===== src/rtl/instr_prefetch_queue.sv =====
// instr_prefetch_queue
//   Prefetch unit in front of the fetch stage. Issues sequential word fetches
//   to instruction memory, buffers the in-order responses in a DEPTH-entry
//   FIFO and presents instruction/PC pairs to fetch. A flush (branch redirect)
//   clears the queue, marks every in-flight response as stale and restarts
//   fetching at the target.
//
//   Optional feature macro: PREFETCH_BYPASS_EN
//     defined   : a live response arriving while the queue is empty is
//                 presented combinationally in the same cycle (0-cycle latency)
//     undefined : every response passes through the FIFO (1-cycle latency)
//
//   Ports
//     clk_i            clock, rising edge
//     rst_i            asynchronous reset, active low
//     mem_req_valid_o  fetch request valid
//     mem_req_ready_i  memory accepts request
//     mem_req_addr_o   word-aligned fetch address
//     mem_rsp_valid_i  in-order response valid (no backpressure)
//     mem_rsp_data_i   fetched instruction word
//     instr_valid_o    instr_o / instr_pc_o valid
//     instr_ready_i    fetch stage consumes head
//     instr_o          instruction at head of queue
//     instr_pc_o       address of instr_o
//     flush_i          redirect request
//     flush_addr_i     redirect target (bits [1:0] ignored)
module instr_prefetch_queue #(
   parameter int unsigned DEPTH    = 4,
   parameter logic [31:0] RESET_PC = 32'h0000_0000
) (
   input  logic        clk_i,
   input  logic        rst_i,
   output logic        mem_req_valid_o,
   input  logic        mem_req_ready_i,
   output logic [31:0] mem_req_addr_o,
   input  logic        mem_rsp_valid_i,
   input  logic [31:0] mem_rsp_data_i,
   output logic        instr_valid_o,
   input  logic        instr_ready_i,
   output logic [31:0] instr_o,
   output logic [31:0] instr_pc_o,
   input  logic        flush_i,
   input  logic [31:0] flush_addr_i
);

   localparam int unsigned PTR_W = $clog2(DEPTH);
   localparam int unsigned CNT_W = $clog2(DEPTH + 1);

   typedef enum logic {RUN, DRAIN} state_t;

   state_t           state;
   logic [31:0]      fetch_pc;
   logic [31:0]      rsp_pc;
   logic [CNT_W-1:0] count;
   logic [CNT_W-1:0] outstanding;
   logic [CNT_W-1:0] drop_cnt;
   logic [PTR_W-1:0] rd_ptr;
   logic [PTR_W-1:0] wr_ptr;
   logic [31:0]      data_q [DEPTH];
   logic [31:0]      pc_q   [DEPTH];

   logic [CNT_W:0]   in_use;
   logic [CNT_W-1:0] out_next;
   logic [31:0]      target;
   logic             head_valid;
   logic             fifo_pop;
   logic             req_fire;
   logic             rsp_live;
   logic             rsp_stale;
   logic             push;
`ifdef PREFETCH_BYPASS_EN
   logic             bypass;
`endif

   always_comb begin
      head_valid = (count != '0);
      fifo_pop   = head_valid && instr_ready_i;
      rsp_stale  = mem_rsp_valid_i && (state == DRAIN);
      rsp_live   = mem_rsp_valid_i && (state == RUN);
      // A pop this cycle frees its credit immediately, so a full queue being
      // drained keeps the request channel busy without a bubble.
      in_use          = {1'b0, count} + {1'b0, outstanding} - (CNT_W+1)'(fifo_pop);
      mem_req_valid_o = rst_i && !flush_i && (in_use < (CNT_W+1)'(DEPTH));
      mem_req_addr_o  = fetch_pc;
      req_fire        = mem_req_valid_o && mem_req_ready_i;
      // outstanding counts stale and live requests alike; on a flush every one
      // of them becomes stale, which makes the new drop count simply out_next.
      out_next = outstanding + CNT_W'(req_fire) - CNT_W'(mem_rsp_valid_i);
      target   = flush_addr_i & 32'hFFFF_FFFC;
`ifdef PREFETCH_BYPASS_EN
      bypass        = rsp_live && !head_valid && !flush_i;
      push          = rsp_live && !(bypass && instr_ready_i);
      instr_valid_o = head_valid || bypass;
      instr_o       = bypass ? mem_rsp_data_i : data_q[rd_ptr];
      instr_pc_o    = bypass ? rsp_pc : pc_q[rd_ptr];
`else
      push          = rsp_live;
      instr_valid_o = head_valid;
      instr_o       = data_q[rd_ptr];
      instr_pc_o    = pc_q[rd_ptr];
`endif
   end

   always_ff @(posedge clk_i or negedge rst_i) begin
      if (!rst_i) begin
         state       <= RUN;
         fetch_pc    <= RESET_PC;
         rsp_pc      <= RESET_PC;
         count       <= '0;
         outstanding <= '0;
         drop_cnt    <= '0;
         rd_ptr      <= '0;
         wr_ptr      <= '0;
         for (int unsigned i = 0; i < DEPTH; i++) begin
            data_q[i] <= '0;
            pc_q[i]   <= '0;
         end
      end else begin
         outstanding <= out_next;
         if (flush_i) begin
            fetch_pc <= target;
            rsp_pc   <= target;
            count    <= '0;
            rd_ptr   <= '0;
            wr_ptr   <= '0;
            drop_cnt <= out_next;
            state    <= (out_next != '0) ? DRAIN : RUN;
         end else begin
            if (req_fire) fetch_pc <= fetch_pc + 32'd4;
            if (rsp_live) rsp_pc <= rsp_pc + 32'd4;
            if (rsp_stale) begin
               drop_cnt <= drop_cnt - CNT_W'(1);
               if (drop_cnt == CNT_W'(1)) state <= RUN;
            end
            if (push) begin
               data_q[wr_ptr] <= mem_rsp_data_i;
               pc_q[wr_ptr]   <= rsp_pc;
               wr_ptr         <= wr_ptr + PTR_W'(1);
            end
            if (fifo_pop) rd_ptr <= rd_ptr + PTR_W'(1);
            count <= count + CNT_W'(push) - CNT_W'(fifo_pop);
         end
      end
   end

endmodule


===== config.mk =====
export PLATFORM = sky130hd
export DESIGN_NAME = instr_prefetch_queue
export DESIGN_NICKNAME = d
export VERILOG_FILES = /design/src/rtl/instr_prefetch_queue.sv
export SDC_FILE = /design/constraint.sdc
export NUM_CORES = 1
export LEC_CHECK = 0
export ABC_AREA = 1
export CAP_MARGIN = 20
export CELL_PAD_IN_SITES_DETAIL_PLACEMENT = 1
export CELL_PAD_IN_SITES_GLOBAL_PLACEMENT = 1
export CORE_ASPECT_RATIO = 0.9
export CORE_MARGIN = 5
export CORE_UTILIZATION = 46
export CTS_CLUSTER_SIZE = 30
export DETAILED_ROUTE_END_ITERATION = 10
export HOLD_SLACK_MARGIN = 0.15
export MAX_ROUTING_LAYER = met4
export PLACE_DENSITY = 0.95
export REMOVE_ABC_BUFFERS = 1
export SKIP_LAST_GASP = 1
export SYNTH_ARGS = -nofsm -noshare
export SYNTH_HDL_FRONTEND = slang
export SYNTH_SLANG_ARGS = --single-unit

===== constraint.sdc =====
create_clock -name clk_i -period 6.5 [get_ports clk_i]
set_input_delay 0.65 -clock clk_i [delete_from_list [all_inputs] [get_ports clk_i]]
set_output_delay 0.65 -clock clk_i [all_outputs]
set_load 0.03 [all_outputs]

==> reports/metrics.cfg, run 1 <==
[sta]
finalMaxSlewViolations=0
rsz0062_at_grt=false
hold_viol=0
finalCriticalPeriod_ns=4.669
finalClockSkew_ns=0.02760
period_share_pct=71.83
setup_viol=0
max_freq_ghz=0.2142
tightest_slew_ns=1.138
setup_ws_ns=1.831
slew_headroom_pct=24.13
setup_tns_ns=0

[critical_path]
path_cells=clkinv_2 -> buf_4 -> o21ai_0 -> o22ai_1 -> clkdlybuf4s50_1
worstSetupStartpointType=register
crit_arrival_ns=4.02
r2r_cells=20
cp.required_ns=5.85
slowest_delay_ns=0.85
critPathMaxFanout=66
crit_path_end_kind=output pin
cp_slowest_cell=clkinv_2
critical_path_class=reg -> out

[floorplanning]
core_area_um2=34110
rows=64
io_pins=168
die_area_um2=38420
die_h_um=186.4
start_util_pct=46.65
die_w_um=206.1

[synthesis]
avgSynthCellArea_um2=7.972
synth_edf_count=0
synth_area_um2=15910
ys_ff_latch=322
yosysSeqAreaShare_pct=50.64
async_reset_ff_share_pct=100.0
synth_ff_type=dfrtp_1
netlist_instances=1996
yosysUniqueCellTypes=38
ys.warnings.count=0

[clock_tree]
cts_root_buffer=clkbuf_16
worstSkewPairLatency_ns=0.54
cts_max_level=2
cts_hold_buffers=0
cts_setup_buffers=0
clkTransAtPathRegs_ns=0.06
cts_buffers=38
cts_num_sinks=322
max-clock-path-buffers=3
cts_tree=built
ctsResizeCount=0

[global_route]
antenna_found_initial=0
gr-total-overflow=0
gr-usage-met3_pct=4.409
grt_pass1_vias=15990
grt_use_met1_pct=35.99
grt_busiest_layer=met2
grtUsageTotal_pct=27.08
grt_max_degree=168
met2_usage_pct=43.68
grt_pass1_wl_um=83500

[route]
drtIter0Drc=1197
first_pass_iters=5
vias=14810
drt_wl_total_um=51330
via_per_inst=5.749
drc=0
final_antenna_net_count=0
wl_per_cell_um=19.92

[cells_and_area]
area_delta_synth_final_pct=17.46
final_cell_mix=nand2_1, dfrtp_1, o21ai_0
nNetsFinal=2186
drive_above_1_share_pct=4.586
final.fill_count=4084
antenna_cells=0
fin_cells=2577
final_common_cell=nand2_1

[power_and_ir_drop]
combPwrFrac_pct=39.8
powerDensity_nw_per_um2=445.7
p_sw_w=0.003398
p_leak_nw=8.713
share_seq_of_total_power_pct=35.9
p_clk_share_pct=24.3
ir_worst_vdd_mv=0.1769
p_int_w=0.004933
p_sw_share_pct=40.79

[status]
status=finished clean

[placement]
dp_cells=2518
detailed_place_hpwl_um=31810
post-place-ws_ns=2.366
place.gp.congestion=0.9097
io_buffers=161

[hold_path]
hold_path_class=in -> async

[flow_run]
maxCapViolCount=0

-- logic make-up (layout without fill, tap and decap cells) --
logic type / count (synthesis) / after routing / share of synthesized area, %
and+or+nand+nor: 868 / 868 / 21.98
AOI/OAI and AO/OA: 511 / 511 / 17.09
DFF: 322 / 322 / 50.64
buffers and inverters: 258 / 374 / 7.737
adders and majority gates: 19 / 19 / 1.588
xor gates and xnor gates: 17 / 17 / 0.9357
other: 1 / 4 / 0.02357
-- sequential cells by signal, indices dropped and copies added (netlist names) --
name	flops
outstanding	3
data_q	128
rsp_pc	30
drop_cnt	3
count	3
mem_req_addr_o	30
pc_q	120
wr_ptr	2
rd_ptr	2
state	1
-- worst paths after layout --
path                                             start                             end  slack (ns)
worst min-delay path                             rst_i          data_q[15]$_DFFE_PN0P_        0.11
min in group clk_i              data_q[52]$_DFFE_PN0P_          data_q[52]$_DFFE_PN0P_        0.48
worst max register to register      count[0]$_DFF_PN0_         drop_cnt[2]$_DFFE_PN0P_        2.90
worst max-delay path             rd_ptr[0]$_DFFE_PN0P_                  instr_pc_o[27]        1.83
worst min register to register  data_q[52]$_DFFE_PN0P_          data_q[52]$_DFFE_PN0P_        0.48
max in group asynchronous                        rst_i  mem_req_addr_o[30]$_DFFE_PN0N_        4.14
-- through the flow --
step	area [um^2]	utilization (%)	hold slack [ns]	total power, W
finish	18690	54.79	0.1102	0.008331
global route	18690	54.79	0.1722	0.008797
CTS	18680	54.75	0.1555	0.008365
detailed placement	17530	51.39	0.4680	0.006261
global placement	17530	51.39	0.4590	0.006056
floorplan	15220	-	0.3544	0.004863
-- power groups by stage --
stage	clock network, W	logic, W	registers [W]
2_1_floorplan	0	0.00188	0.00299
3_3_place_gp	0	0.00311	0.00294
3_5_place_dp	0	0.00327	0.00299
4_1_cts	0.00205	0.00334	0.00298
5_1_grt	0.00213	0.00361	0.00305
6_report	0.00202	0.00332	0.00299
-- cells in the mapped netlist (3+ instances only) --
cell type | count | area [um^2]
o21bai_1 | 4 | 30.03
nor2_1 | 208 | 780.8
o21ai_0 | 265 | 1326
xor2_1 | 15 | 131.4
nand4_1 | 6 | 37.54
dfrtp_1 | 322 | 8058
buf_2 | 27 | 135.1
buf_4 | 5 | 37.54
nor3_1 | 5 | 25.02
o21ai_1 | 141 | 705.7
clkbuf_1 | 57 | 214.0
nor2_2 | 8 | 50.05
ha_1 | 17 | 212.7
nand2_1 | 537 | 2016
o22ai_1 | 63 | 394.1
inv_1 | 135 | 506.7
nor2_4 | 3 | 33.78
a31oi_1 | 3 | 18.77
inv_2 | 3 | 11.26
o221ai_1 | 7 | 61.31
buf_6 | 28 | 315.3
a21oi_1 | 14 | 70.07
nand3_1 | 89 | 445.4
o21ai_2 | 6 | 52.55
nand2_4 | 4 | 45.04
o211ai_1 | 7 | 52.55
-- worst max-delay path, delay by kind of cell, from the launching register on --
family,cells,cell delay (ns)
buf+inv,3,2.13
compound gates,2,0.47
flops,1,0.81
-- layer usage --
layer | routed length [um] | vias up
met5 | 0 | -
met4 | 1243 | 0
met1 | 22000 | 7534
li1 | - | 6730
met2 | 25080 | 448
met3 | 3002 | 102
-- final cells by class --
cell class              instances  area, um^2  area share [%]
well taps                     462       578.1           3.093
inverters                     140       526.8           2.818
multi-input cells            1419        6635           35.50
flip-flops and latches        322        8063           43.14
clock inverters                 6       80.08          0.4284
repair buffers                176        1744           9.331
clock buffers                  52        1065           5.696
Power figures use the tool's default switching activity.
==> inputs of run 2 (changes only) <==
Settings changed: CORE_UTILIZATION 46 to 38, PLACE_DENSITY 0.95 to 0.88.
Clock period 6.5 ns to 4.1 ns, I/O delays scaled along.
==> run 2 against run 1 <==
Routed wire length shrank 1.8%. Count of clock-buffer cells in the layout grew 1. Clock skew shrank 0.0039 ns. Utilization shrank 9.2 points. Clock power grew 63%. Critical path depth is the same. Sequential power grew 56%. Die area grew 20%. Non-clock buffer count grew 7. Global-route usage shrank 4.8 points. Register-to-register slack lost 2.0 ns. Critical path type unchanged. Largest cell class unchanged.
==> reports/metrics.cfg, run 2 (synthesis gave the netlist of run 1 again) <==
[power_and_ir_drop]
p_leak_nw=8.790
ir_worst_vdd_mv=0.5020
p_total_w=0.01324
powerDensity_nw_per_um2=698.9

[cells_and_area]
drive_above_1_share_pct=5.169
area_delta_synth_final_pct=19.03
antenna_cells=0
largest_register_ffs=128
reg.largest.list=data_q x128, pc_q x120
final_common_cell=nand2_1
regMostFlops=data_q
nNetsFinal=2192
final_cell_mix=nand2_1, dfrtp_1, o21ai_0
final.fill_count=5040

[placement]
place.gp.congestion=0.8971
io_buffers=161
post-place-ws_ns=0.5568
detailed_place_hpwl_um=32430

[sta]
period_share_pct=83.66
finalMaxSlewViolations=0
finalCriticalPeriod_ns=3.430
max_freq_ghz=0.2915
setup_viol=0
finalClockSkew_ns=0.02370
hold_viol=0
rsz0062_at_grt=false
slew_headroom_pct=33.50
setup_tns_ns=0
setup_ws_ns=0.6700
tightest_slew_ns=0.9976

[global_route]
antenna_found_initial=0
grt_pass1_wl_um=82590
grt_pass1_vias=15820
gr-total-overflow=0
grtUsageTotal_pct=22.31
grt_max_degree=126

[critical_path]
slowest_delay_ns=0.72
crit_path_end_kind=output pin
critPathMaxFanout=38
critical_path_class=reg -> out
cp.required_ns=3.69
path_cells=clkinv_2 -> buf_4 -> o21ai_0 -> o22ai_1 -> clkdlybuf4s50_1
crit_arrival_ns=3.02
cp_slowest_cell=clkdlybuf4s50_1
worstSetupStartpointType=register

[route]
top_layer=met4
drt-met1-wl_um=22690
vias=14530
drc=0
first_pass_iters=5
wl_met3_um=2383
drtIter0Drc=1151
wl_met2_um=24430
drt_wl_total_um=50380
via_per_inst=5.433
final_antenna_net_count=0
wl_per_cell_um=18.83

[status]
status=finished clean

[floorplanning]
io_pins=168
start_util_pct=38.27
die_h_um=204.1
die_area_um2=46070
core_area_um2=41570
rows=71
die_w_um=225.7

[clock_tree]
cts_buffers=37
cts_tree=built
cts_num_sinks=322
cts_max_level=2
clkTransAtPathRegs_ns=0.06
max-clock-path-buffers=3
cts_setup_buffers=0
worstSkewPairLatency_ns=0.54
cts_root_buffer=clkbuf_16

[hold_path]
hold_path_class=in -> async

[flow_run]
maxCapViolCount=0

[run 2: final cells by class]
type	count	area (um^2)	area share (%)
Sequential cell	322	8063	42.57
Multi-Input combinational cell	1419	6635	35.03
Timing Repair Buffer	183	1842	9.724
Clock buffer	53	1067	5.635
Tap cell	547	684.4	3.613
Inverter	140	526.8	2.781
Clock inverter	11	122.6	0.6474
[run 2: critical path, delay by kind of cell, from the launching register on]
| kind | cells | cell delay (ns) |
|---|---|---|
| AO/OA/AOI/OAI | 2 | 0.35 |
| buffers and inverters | 3 | 1.61 |
| flip-flops | 1 | 0.49 |
[run 2: worst paths after layout]
path                                        from                       to  slack (ns)  cells past startpoint
setup / recovery           rd_ptr[0]$_DFFE_PN0P_              instr_o[14]        0.67                      5
hold / removal                             rst_i      pc_q[8]$_DFFE_PN0P_        0.46                      2
setup reg to reg              count[0]$_DFF_PN0_  drop_cnt[2]$_DFFE_PN0P_        0.90                     20
hold reg to reg             pc_q[95]$_DFFE_PN0P_     pc_q[95]$_DFFE_PN0P_        0.48                      2
max in group asynchronous                  rst_i    rd_ptr[0]$_DFFE_PN0P_        2.18                      3
min in group clk_i                       flush_i       count[1]$_DFF_PN0_        0.46                      2
[run 2: per-stage QoR]
step	hold WS [ns]	cells	utilization [%]	cell area [um^2]
floorplan	0.1144	1881	-	15220
global placement	0.3843	2610	42.67	17740
detailed placement	0.3879	2610	42.67	17740
CTS	0.4402	2675	45.56	18940
global route	0.4679	2675	45.56	18940
finish	0.4555	2675	45.56	18940
[run 2: layer usage]
| layer | GRT usage (%) | vias to the layer above |
|---|---|---|
| li1 | - | 6751 |
| met1 | 29.51 | 7333 |
| met2 | 36.88 | 375 |
| met3 | 3.059 | 73 |
| met4 | 5.014 | 0 |
| met5 | - | - |
[run 2: report_power, final]
| group | internal, W | total (W) | switching [W] |
|---|---|---|---|
| sequential | 0.00401 | 0.00465 | 0.000645 |
| combinational | 0.00195 | 0.00529 | 0.00333 |
| clock | 0.00194 | 0.00329 | 0.00135 |
| total | 0.00791 | 0.0132 | 0.00533 |
[run 2: repair_timing]
action | CTS | global route
hold buffers | 1 | 0
hold endpoints to repair | 58 | 0
gates resized for setup | 0 | 0
endpoints found under the setup margin | 0 | 0
